## config.mk

```make
export PLATFORM = sky130hd
export DESIGN_NAME = logic_chk_stage
export DESIGN_NICKNAME = d
export VERILOG_FILES = /design/src/rtl/logic_chk_stage.sv
export SDC_FILE = /design/constraint.sdc
export NUM_CORES = 1
export LEC_CHECK = 0
export CAP_MARGIN = 20
export CORE_MARGIN = 1
export CORE_UTILIZATION = 53
export CTS_CLUSTER_SIZE = 24
export DETAILED_ROUTE_END_ITERATION = 16
export PLACE_DENSITY_LB_ADDON = 0.08
export SETUP_SLACK_MARGIN = 0.02
export SLEW_MARGIN = 10
export SYNTH_ARGS = -nofsm -noshare
export SYNTH_HDL_FRONTEND = slang
export SYNTH_SLANG_ARGS = --single-unit
```

## constraint.sdc

```tcl
create_clock -name clk -period 3.5 [get_ports clk]
set_input_delay 0.35 -clock clk [delete_from_list [all_inputs] [get_ports clk]]
set_output_delay 0.35 -clock clk [all_outputs]
set_load 0.02 [all_outputs]
```

## src/rtl/logic_chk_stage.sv

```systemverilog
// One-entry compare stage with saturating vector/error counters and first-failure capture.
module logic_chk_stage #(
    parameter int unsigned WIDTH = 32,
    parameter int unsigned CNT_W = 16
) (
    input  logic             clk,
    input  logic             rst_n,
    input  logic             clear_i,
    input  logic             load_i,
    input  logic [WIDTH-1:0] exp_i,
    input  logic [WIDTH-1:0] got_i,
    input  logic [CNT_W-1:0] idx_i,
    output logic [CNT_W-1:0] vec_count_o,
    output logic [CNT_W-1:0] err_count_o,
    output logic [CNT_W-1:0] ff_idx_o,
    output logic [WIDTH-1:0] ff_exp_o,
    output logic [WIDTH-1:0] ff_got_o
);

    logic             valid_q;
    logic [WIDTH-1:0] exp_q, got_q;
    logic [CNT_W-1:0] idx_q;

    logic [CNT_W-1:0] vec_q, vec_d;
    logic [CNT_W-1:0] err_q, err_d;
    logic             have_fail_q, have_fail_d;
    logic [CNT_W-1:0] ff_idx_q, ff_idx_d;
    logic [WIDTH-1:0] ff_exp_q, ff_exp_d;
    logic [WIDTH-1:0] ff_got_q, ff_got_d;
    logic             mismatch_c;

    function automatic logic [CNT_W-1:0] sat_inc(input logic [CNT_W-1:0] v);
        return (v == '1) ? v : v + CNT_W'(1);
    endfunction

    // Counter and first-failure update from the staged compare; clear wins.
    always_comb begin
        vec_d       = vec_q;
        err_d       = err_q;
        have_fail_d = have_fail_q;
        ff_idx_d    = ff_idx_q;
        ff_exp_d    = ff_exp_q;
        ff_got_d    = ff_got_q;
        mismatch_c  = valid_q && (exp_q != got_q);
        if (clear_i) begin
            vec_d       = '0;
            err_d       = '0;
            have_fail_d = 1'b0;
            ff_idx_d    = '0;
            ff_exp_d    = '0;
            ff_got_d    = '0;
        end else if (valid_q) begin
            vec_d = sat_inc(vec_q);
            if (mismatch_c) begin
                err_d       = sat_inc(err_q);
                have_fail_d = 1'b1;
                if (!have_fail_q) begin
                    ff_idx_d = idx_q;
                    ff_exp_d = exp_q;
                    ff_got_d = got_q;
                end
            end
        end
    end

    // Stage register and result registers.
    always_ff @(posedge clk) begin
        if (!rst_n) begin
            valid_q     <= 1'b0;
            exp_q       <= '0;
            got_q       <= '0;
            idx_q       <= '0;
            vec_q       <= '0;
            err_q       <= '0;
            have_fail_q <= 1'b0;
            ff_idx_q    <= '0;
            ff_exp_q    <= '0;
            ff_got_q    <= '0;
        end else begin
            valid_q <= load_i && !clear_i;
            if (load_i) begin
                exp_q <= exp_i;
                got_q <= got_i;
                idx_q <= idx_i;
            end
            vec_q       <= vec_d;
            err_q       <= err_d;
            have_fail_q <= have_fail_d;
            ff_idx_q    <= ff_idx_d;
            ff_exp_q    <= ff_exp_d;
            ff_got_q    <= ff_got_d;
        end
    end

    assign vec_count_o = vec_q;
    assign err_count_o = err_q;
    assign ff_idx_o    = ff_idx_q;
    assign ff_exp_o    = ff_exp_q;
    assign ff_got_o    = ff_got_q;

endmodule

```

==> After elaboration in Yosys (flattened, before gate mapping) <==
Cells that the tools add are included.
{ "op_classes": {"n_addsub": 2, "mul": 0, "div": 0, "n_lt_le_gt_ge": 0, "eq_ne": 3, "shifts": 0, "n_mux": 0, "bitwise": 4, "n_reduce_logical": 8} }
{ "op_table": {"columns": ["op", "n"], "rows": [
  ["$add 16x1->16 const B", 2],
  ["$eq 16x16->1 const B", 2],
  ["$ne 32x32->1", 1],
  ["$reduce_and 3->1", 2],
  ["$not 1->1", 4],
  ["$reduce_and 2->1", 2],
  ["$logic_and 1x1->1", 2],
  ["$reduce_or 2->1", 1],
  ["$logic_not 1->1", 1]
]} }
{ "totals": {"register_bits": 194, "latch_bits": 0, "ramBits": 0, "romBits": 0, "inputBits": 84, "output_inout_bits": 112, "wordCells": 27, "n_memories": 0} }

==> Longest topological paths before layout <==
Gate-level depths: netlist of the first run.
{ "depth": {"depth_word": 3, "depth_mapped": 8} }

==> Worst setup path after synthesis of the first run <==
OpenSTA, ideal clock, no wires.
{ "synth_path": {"path_kind": "register to register", "startpoint": "register err_q[6], in the netlist err_count_o[6]", "endpoint": "register err_q[9], in the netlist err_count_o[9]", "setup_ns": 0.115, "arrival_time_ns": 1.809, "setup_slack_ns": 1.577, "path_stages_with_launch": 8, "n_path_buf": 1, "period_less_slack_ns": 1.923, "cell_sequence": "dfxtp_1 -> and3_4 -> nand3_1 -> or4_1 -> buf_6 -> nand2_8 -> nor4_1 -> o21a_1"} }
{ "synth_between": {"elab_chain_len": 3, "word_cells_on_any_way": 4, "cone_classes": "add/sub: 1; eq/ne: 1; bitwise: 1; reduce/logical: 1"} }
{ "synth_rtl": {"columns": ["element", "line", "source"], "rows": [
  ["from (decl)", "25", "logic [CNT_W-1:0] err_q, err_d;"],
  ["from (signal assigned)", "87", "err_q <= err_d;"],
  ["branches (longest 3 deep; another with $add 16x1->16)", null, null]
]} }
Several ways; the timed one is not identified.
A chain may end at the register's enable or synchronous reset.

==> Worst setup path in the final report of the first run <==
{ "layout_path": {"startpoint": "register valid_q", "endpoint": "register ff_idx_q[9], in the netlist ff_idx_o[9]"} }
{ "layout_between": {"elab_chain_len": 2} }
{ "layout_rtl": {"columns": ["element", "line", "source"], "rows": [
  ["from (decl)", "20", "logic valid_q;"],
  ["from (signal assigned)", "80", "valid_q <= load_i && !clear_i;"],
  ["$logic_and 1x1->1", "44", "mismatch_c = valid_q && (exp_q != got_q);"],
  ["$reduce_and 3->1 (no line) (*)", null, null],
  ["to (signal assigned)", "89", "ff_idx_q <= ff_idx_d;"],
  ["to (decl)", "27", "logic [CNT_W-1:0] ff_idx_q, ff_idx_d;"]
]} }
Mark *: on every way between the ends. The rest lies on a longest branch, timed or not.

==> results of run 1 <==
[sequential cells by signal (all words and copies together) (netlist names)]
name / flops
err_count_o: 16
exp_q: 32
ff_exp_o: 32
ff_got_o: 32
ff_idx_o: 16
got_q: 32
have_fail_q: 1
idx_q: 16
valid_q: 1
vec_count_o: 16
[routing by layer]
metal,GRT usage,routed length (um)
met1,0.310,8450
met2,0.408,9040
met3,0.0733,1040
met4,0.0975,451
met5,0,0
[layout by cell type, fill, tap and decap left out, types with 3 or more instances in the layout]
| cell type | netlist | layout |
|---|---|---|
| sky130_fd_sc_hd__a21oi_1 | 10 | 9 |
| sky130_fd_sc_hd__and3_1 | 4 | 4 |
| sky130_fd_sc_hd__buf_4 | 1 | 8 |
| sky130_fd_sc_hd__bufinv_16 | 0 | 3 |
| sky130_fd_sc_hd__clkbuf_1 | 32 | 4 |
| sky130_fd_sc_hd__clkbuf_16 | 0 | 17 |
| sky130_fd_sc_hd__clkdlybuf4s50_1 | 0 | 193 |
| sky130_fd_sc_hd__dfxtp_1 | 194 | 194 |
| sky130_fd_sc_hd__mux2i_1 | 85 | 85 |
| sky130_fd_sc_hd__nand2_1 | 98 | 98 |
| sky130_fd_sc_hd__nand2b_1 | 6 | 6 |
| sky130_fd_sc_hd__nand3_1 | 92 | 92 |
| sky130_fd_sc_hd__nand4_1 | 14 | 14 |
| sky130_fd_sc_hd__nor2_1 | 21 | 21 |
| sky130_fd_sc_hd__nor2b_1 | 83 | 82 |
| sky130_fd_sc_hd__nor3_1 | 5 | 5 |
| sky130_fd_sc_hd__nor4_1 | 4 | 4 |
| sky130_fd_sc_hd__o21a_1 | 3 | 3 |
| sky130_fd_sc_hd__o21ai_1 | 89 | 89 |
| sky130_fd_sc_hd__o31ai_1 | 3 | 3 |
| sky130_fd_sc_hd__or3_1 | 5 | 5 |
| sky130_fd_sc_hd__or4_1 | 6 | 6 |
| sky130_fd_sc_hd__xnor2_1 | 40 | 40 |
[report_power, final]
group | switching [W] | internal [W] | total, W | leakage [nW]
registers | 0.0000556 | 0.00227 | 0.00233 | 1.58
logic | 0.000182 | 0.000207 | 0.000389 | 1.87
clock network | 0.000807 | 0.00114 | 0.00195 | 0.280
[metrics by stage]
| step | util | total power, W |
|---|---|---|
| after CTS | 0.723 | 0.00469 |
| after global routing | 0.723 | 0.00482 |
| after global placement | 0.683 | 0.00276 |
| after detailed placement | 0.683 | 0.00276 |
| after floorplan | - | 0.00259 |
| final | 0.723 | 0.00466 |
[final cells by class]
class	count	share of cell area
clock buffers	22	0.0432
well taps	184	0.0219
inverters	2	0.000714
multi-input cells	599	0.358
repair buffers	204	0.194
clock inverters	9	0.0126
flip-flops and latches	194	0.370
[cells by family after synthesis]
logic type	synth area share
buf+inv	0.0348
flops	0.491
compound gates	0.0790
fa+ha+maj	0.00317
xor+xnor	0.0465
simple gates	0.237
mux	0.108
[worst paths after layout]
check         startpoint          end  depth (start not counted)
max              valid_q  ff_idx_o[9]                          5
min          ff_idx_o[1]  ff_idx_o[1]                          2
max reg2reg      valid_q  ff_idx_o[9]                          5
min reg2reg  ff_idx_o[1]  ff_idx_o[1]                          2
[critical path, delay by kind of cell, from the launching register on]
family	cells	cell delay, ps
AO/OA/AOI/OAI	2	270
flip-flops	1	790
buffers and inverters	1	650
AND/OR/NAND/NOR	2	440
==> results.txt, run 1 <==
The run finished with clean final reports. The worst path arrival time came out at 2650 ps. The area fraction of the dominant cell type after synthesis was 0.491.

For this design the static power due to leakage is 3.73 nW. Proportion of synthesized chip area in sequential cells: 0.491. The tools report the number of violations of the max-capacitance limit as 0.

Counting the buffers created by CTS gives 17. After detailed routing, the average wire length per cell comes to 15.6 um. The global-route total usage across every layer was 0.250; the final worst slack was 1210 ps.

CTS built an H-tree with a depth of 4. The ratio of final minimum period to clock period came out at 0.655. The worst setup path is captured at a flip-flop. The clock sink count is 194, and the initial DRC count is 479.

During I/O placement, the number of pins put on the boundary was 196. Dividing the detail-routed via count by the number of cells gives 5.26. Ranked by instance count, the synthesized netlist is headed by sky130_fd_sc_hd__dfxtp_1 (194), sky130_fd_sc_hd__nand2_1 (98), sky130_fd_sc_hd__nand3_1 (92), sky130_fd_sc_hd__o21ai_1 (89), sky130_fd_sc_hd__mux2i_1 (85). The worst-case IR drop observed on VDD is 0.377 mV.

The most instantiated flip-flop cell in the synthesis netlist is sky130_fd_sc_hd__dfxtp_1. The horizontal extent of the die came out at 124 um. The tools report the number of distinct library cells after synthesis as 49. The half-perimeter wire length after placement came out at 12700 um.

The async set-reset flop share out of synthesis was 0; the worst-case headroom to the max-slew limit was 0.434. The worst register-to-register path has a setup slack of 1210 ps. The tools report the count of endpoints failing setup in the final report as 0.

In this run the mean area of a mapped cell was 9.22 um2. The total count of hold-check failures in the final report is 0. The pin slew with the least headroom to its limit is 849 ps, and the maximum clock skew at final layout is 9.03 ps. Detailed routing inserted a total of 6390 vias.

Clock-pin slew was measured on the worst setup and hold paths at 70 ps. Yosys attributes the largest share of cell area to sky130_fd_sc_hd__dfxtp_1 (49%), sky130_fd_sc_hd__mux2i_1 (11%), sky130_fd_sc_hd__nor2b_1 (6.6%). The fill cell total of the finished layout is 1140. Traced cell by cell, the critical path runs through nand2b_1, a21oi_4, buf_4, nand3_1, o21ai_1. In this run the remaining antenna-violating nets after routing total 0. The number of synthesized register bits came out at 194. The highest clock frequency the design can meet is 436 MHz. The root buffer cell chosen for the clock tree is sky130_fd_sc_hd__clkbuf_16.

Entering global routing, the biggest net connects 95 pins. Wires add up to 19000 um. Registers take 0.00388 mm2. Row generation in the floorplan step produced 44 rows. The final weighted congestion of routability-driven global placement was 0.803. For this design, the slowest cell found on the critical path is sky130_fd_sc_hd__dfxtp_1. The multi-input combinational cells in the finished layout cover a total of 0.00376 mm2.

The first-pass detailed-route iteration total is 6. For the total setup buffers inserted after CTS, the log shows 0. The clock period minus worst slack was 2290 ps. Path category of the worst min-delay check: reg2reg. The height of the die is 124 um. The number of resized instances in the post-cts repair step was 0. For the number of global-route vias before repair, the log shows 5935. Setup repair after global routing left no endpoint under its margin. The final layout contains 1104 nets. Number of pins with negative max-slew slack in the final report: 0. The setup TNS was 0 ps; the final design area excluding fillers was 0.0105 mm2. STA classifies the critical path startpoint as a flip-flop. TritonCTS built the clock tree.

Of all nets on the critical path, the largest fanout is 86. The initial core utilization was 0.544. The number of antenna violations at the first check in global routing is 0. The core footprint was 0.0145 mm2; the layout overhead on the synthesized area was 33.0%. For this design the ratio of total power to cell area is 443 mW/mm2. Number of buffers inserted for hold repair after clock tree synthesis: 0. The tools report the post-synthesis net count as 943. The maximum buffer depth of the clock tree came out at 2.

Of all cell types, the one taking the most synthesized area is sky130_fd_sc_hd__dfxtp_1. After detailed placement, the design holds a cell count of 1183. The total of buffers placed on input and output ports is 195, and the number of remaining DRC errors is 0. Across all hold checks on the routed design, the worst slack comes to 446 ps. Start-to-end type of the worst setup path: reg2reg. The count of cells in the finished layout, fillers not included, comes to 1214. 0 antenna diodes ended up in the layout. Among all cell types in the netlist, the one instantiated most often is sky130_fd_sc_hd__dfxtp_1.

Data on the critical path is required at its endpoint by 3860 ps. Summing all placed instances gives a cell area of 0.00992 mm2. The first global-routing pass estimated 29600 um of wire. For the cell count after synthesis, the log shows 857. The fraction of layout cells with a size suffix above 1 was 0.0534.

For this run, the number of Yosys warnings is 0. The floorplan step defined a die boundary enclosing 0.0154 mm2. The largest single stage delay on the critical path is 790 ps. In this run, synthesis inferred 0 flip-flops with an integrated enable.

For the clock latency on the worst-skew pair, the log shows 430 ps. The mapped netlist covers 0.00790 mm2. Before CTS, the worst setup slack after placement is 1270 ps. The residual overflow from global routing is 0.
Power figures use the tool's default switching activity.
==> inputs of run 2 (changes only) <==
--- a/config.mk
+++ b/config.mk
@@ -7,7 +7,7 @@
 export LEC_CHECK = 0
 export CAP_MARGIN = 20
 export CORE_MARGIN = 1
-export CORE_UTILIZATION = 53
+export CORE_UTILIZATION = 49
 export CTS_CLUSTER_SIZE = 24
 export DETAILED_ROUTE_END_ITERATION = 16
 export PLACE_DENSITY_LB_ADDON = 0.08
==> constraint.sdc (replaced) <==
create_clock -name clk -period 2.3 [get_ports clk]
set_input_delay 0.23 -clock clk [delete_from_list [all_inputs] [get_ports clk]]
set_output_delay 0.23 -clock clk [all_outputs]
set_load 0.02 [all_outputs]
==> run 2 against run 1 <==
  * Power grew 50%
  * Wire length grew 0.72%
  * Clock power rose by 47%
  * Global-route usage is 1.6 points lower
  * Fmax rose by 11%
  * Via count is 0.75% higher
  * Core utilization decreased by 5.0 points
  * Cell area up 1.4%
  * Die area grew 8.0%
  * Largest cell class unchanged
==> results.txt, run 2 (same netlist as run 1, synthesis figures left out) <==
The maximum number of pins on one net before global-route repair was 115 (+21%). Required time reported for the critical path endpoint: 2580 ps (-1280 ps). The tools report the worst path arrival time as 2350 ps (-300 ps).

The run gives 0 (unchanged) as the number of pins with negative max-slew slack in the final report. The number of levels in the clock H-tree is 4 (unchanged). TritonCTS built the clock tree. The count of endpoints failing setup in the final report is 0 (unchanged), and the pin slew with the least headroom to its limit is 717 ps (-132 ps). The horizontal extent of the die is 129 um (+3.9%). The highest clock frequency the design can meet was 483 MHz (+11%). The height of the die is 129 um (+3.9%). The logs give 5876 (-0.99%) for the number of global-route vias before repair and 230 ps (-980 ps) for the setup slack of the worst register-to-register path.

Start-to-end type of the worst setup path: reg2reg. From synthesis to final layout, the design area changed by 34.9%. Setup TNS: 0 ps (unchanged). The first-pass detailed-route iteration total is 4 (-2). The tools report the final non-filler cell total as 1252 (+3.1%). The critical path starts at exp_q[0]. The tools report the number of violations of the max-capacitance limit as 0 (unchanged). The maximum VDD drop is 0.585 mV (+55%), and the power density relative to cell area is 658 mW/mm2 (+48%).

The maximum buffer depth of the clock tree is 2 (unchanged). The flow ran to the end, and the final reports show no timing, DRC or antenna violations. The clock period minus worst slack came out at 2070 ps (-221 ps).

The worst setup path is launched from a flip-flop. The tools report the residual overflow from global routing as 0 (unchanged). The run gives 19100 um (+0.72%) as the final wirelength. For the number of standard-cell rows in the floorplan, the log shows 46 (+4.5%).

The tools report the CTS buffer count as 17 (unchanged). The tools report the global-route total usage across every layer as 0.234 (-0.0162). For the clock sink count, the log shows 194 (unchanged).

Total power consumption of the routed design: 0.00701 W (+50%). The total of buffers placed on input and output ports is 195 (unchanged), and the fraction of layout cells with a size suffix above 1 is 0.0628 (+0.00940). The hold path startpoint was rst_n.

The run gives 0 (unchanged) as the number of routed nets with antenna violations. The initial core utilization came out at 0.499 (-0.0444). The die area came out at 0.0166 mm2 (+8.0%).

The final worst slack came out at 229 ps (-979 ps). met2 is the most crowded layer. The number of vias after detailed routing came out at 6438 (+0.75%). The clock root buffer was sky130_fd_sc_hd__clkbuf_16. The post-detailed-route via-to-cell ratio is 5.14 (-2.3%). The half-perimeter wire length after placement is 12900 um (+2.2%).

The I/O pin count was 196 (unchanged). The fraction of met3 tracks used by global routing was 0.0674 (-0.00590). The logs give 0.377 (-0.0310) for the fraction of met2 tracks used by global routing and 0.0101 mm2 (+1.5%) for the placed cell area. The final design area excluding fillers is 0.0107 mm2 (+1.4%). In the layout the commonest cells are sky130_fd_sc_hd__dfxtp_1 (194), sky130_fd_sc_hd__clkdlybuf4s50_1 (193), sky130_fd_sc_hd__nand2_1 (98). The tools report the wire length of the first global-routing pass as 30300 um (+2.2%).

The tools report the clock latency on the worst-skew pair as 430 ps (about the same). The tools report the number of remaining DRC errors as 0 (unchanged). The run gives 1109 (+0.45%) as the total number of nets in the final design. The tools report the endpoint type of the worst setup path as a flip-flop. The total placed cells including tap cells is 1219 (+3.0%). The path category of the worst min-delay check is in2reg. The ratio of final minimum period to clock period came out at 0.900 (+0.246). The number of antenna violations at the first check in global routing is 1 (+1).

The standby leakage power was 3.76 nW (+0.92%); the routed length per placed instance was 15.3 um (-2.3%). The logs give 41.9 ps (-1220 ps) for the pre-CTS worst setup slack and 0.522 (+0.0881) for the worst-case headroom to the max-slew limit. The initial DRC count was 297 (-38%). In this run the critical register-to-register path is launched from exp_q[0]. The logs give 0 (unchanged) for the total count of hold-check failures in the final report and 9.60 ps (+0.567 ps) for the maximum clock skew at final layout. The tools report the final weighted congestion of routability-driven global placement as 0.758 (-5.6%). The most frequent standard cell in the layout excluding fill and tap cells was sky130_fd_sc_hd__dfxtp_1. Setup repair after global routing left no endpoint under its margin.

The maximum fanout encountered on the critical timing path was 57 (-34%). The run gives 0.299 (-0.0109) as the met1 global-route usage. For the core footprint, the log shows 0.0158 mm2 (+8.9%).

The clock slew at the register clock pins of the worst setup and hold paths came out at 70 ps (about the same).
-- run 2: path summary, 6_finish.rpt --
kind,cells after the start,endpoint
max,7,ff_exp_o[14]
min,4,err_count_o[2]
max reg2reg,7,ff_exp_o[14]
min reg2reg,2,ff_exp_o[8]
-- run 2: per-layer routing --
metal,wire (um),vias up,share of wire
li1,-,3264,-
met1,8810,3015,0.46
met2,9040,140,0.47
met3,994,19,0.052
met4,279,0,0.015
met5,0,-,0
-- run 2: power by group --
group | internal (W) | switching (W)
Sequential | 0.00345 | 0.0000796
Combinational | 0.000328 | 0.000294
Clock | 0.00153 | 0.00132
-- run 2: worst max-delay path, stage by stage (launching register included) --
cell and delay, ps:
sky130_fd_sc_hd__dfxtp_1 330, sky130_fd_sc_hd__xnor2_1 240, sky130_fd_sc_hd__nand4_1 200, sky130_fd_sc_hd__nor4_4 470, sky130_fd_sc_hd__a21oi_4 240, sky130_fd_sc_hd__buf_12 260, sky130_fd_sc_hd__nand3_1 100, sky130_fd_sc_hd__o21ai_1 70
-- run 2: metrics by stage --
stage | hold slack [ps] | util
final | 201 | 0.673
after CTS | 184 | 0.672
after floorplan | 399 | -
after global placement | 436 | 0.636
after global routing | 233 | 0.673
after detailed placement | 440 | 0.636
-- run 2: cell type report --
class / instances / area, um2
antenna: 1 / 2.50
clock buffer: 18 / 439
clock inverter: 13 / 126
fill: 1334 / 5170
inverter: 2 / 7.51
multi-input combinational: 600 / 3790
sequential: 194 / 3880
tap: 216 / 270
timing repair buffer: 208 / 2140
-- run 2: timing repair --
item,CTS,global route
endpoints found under the setup margin,0,62
gates resized for setup,0,2
hold buffers,0,0
setup buffers,0,0
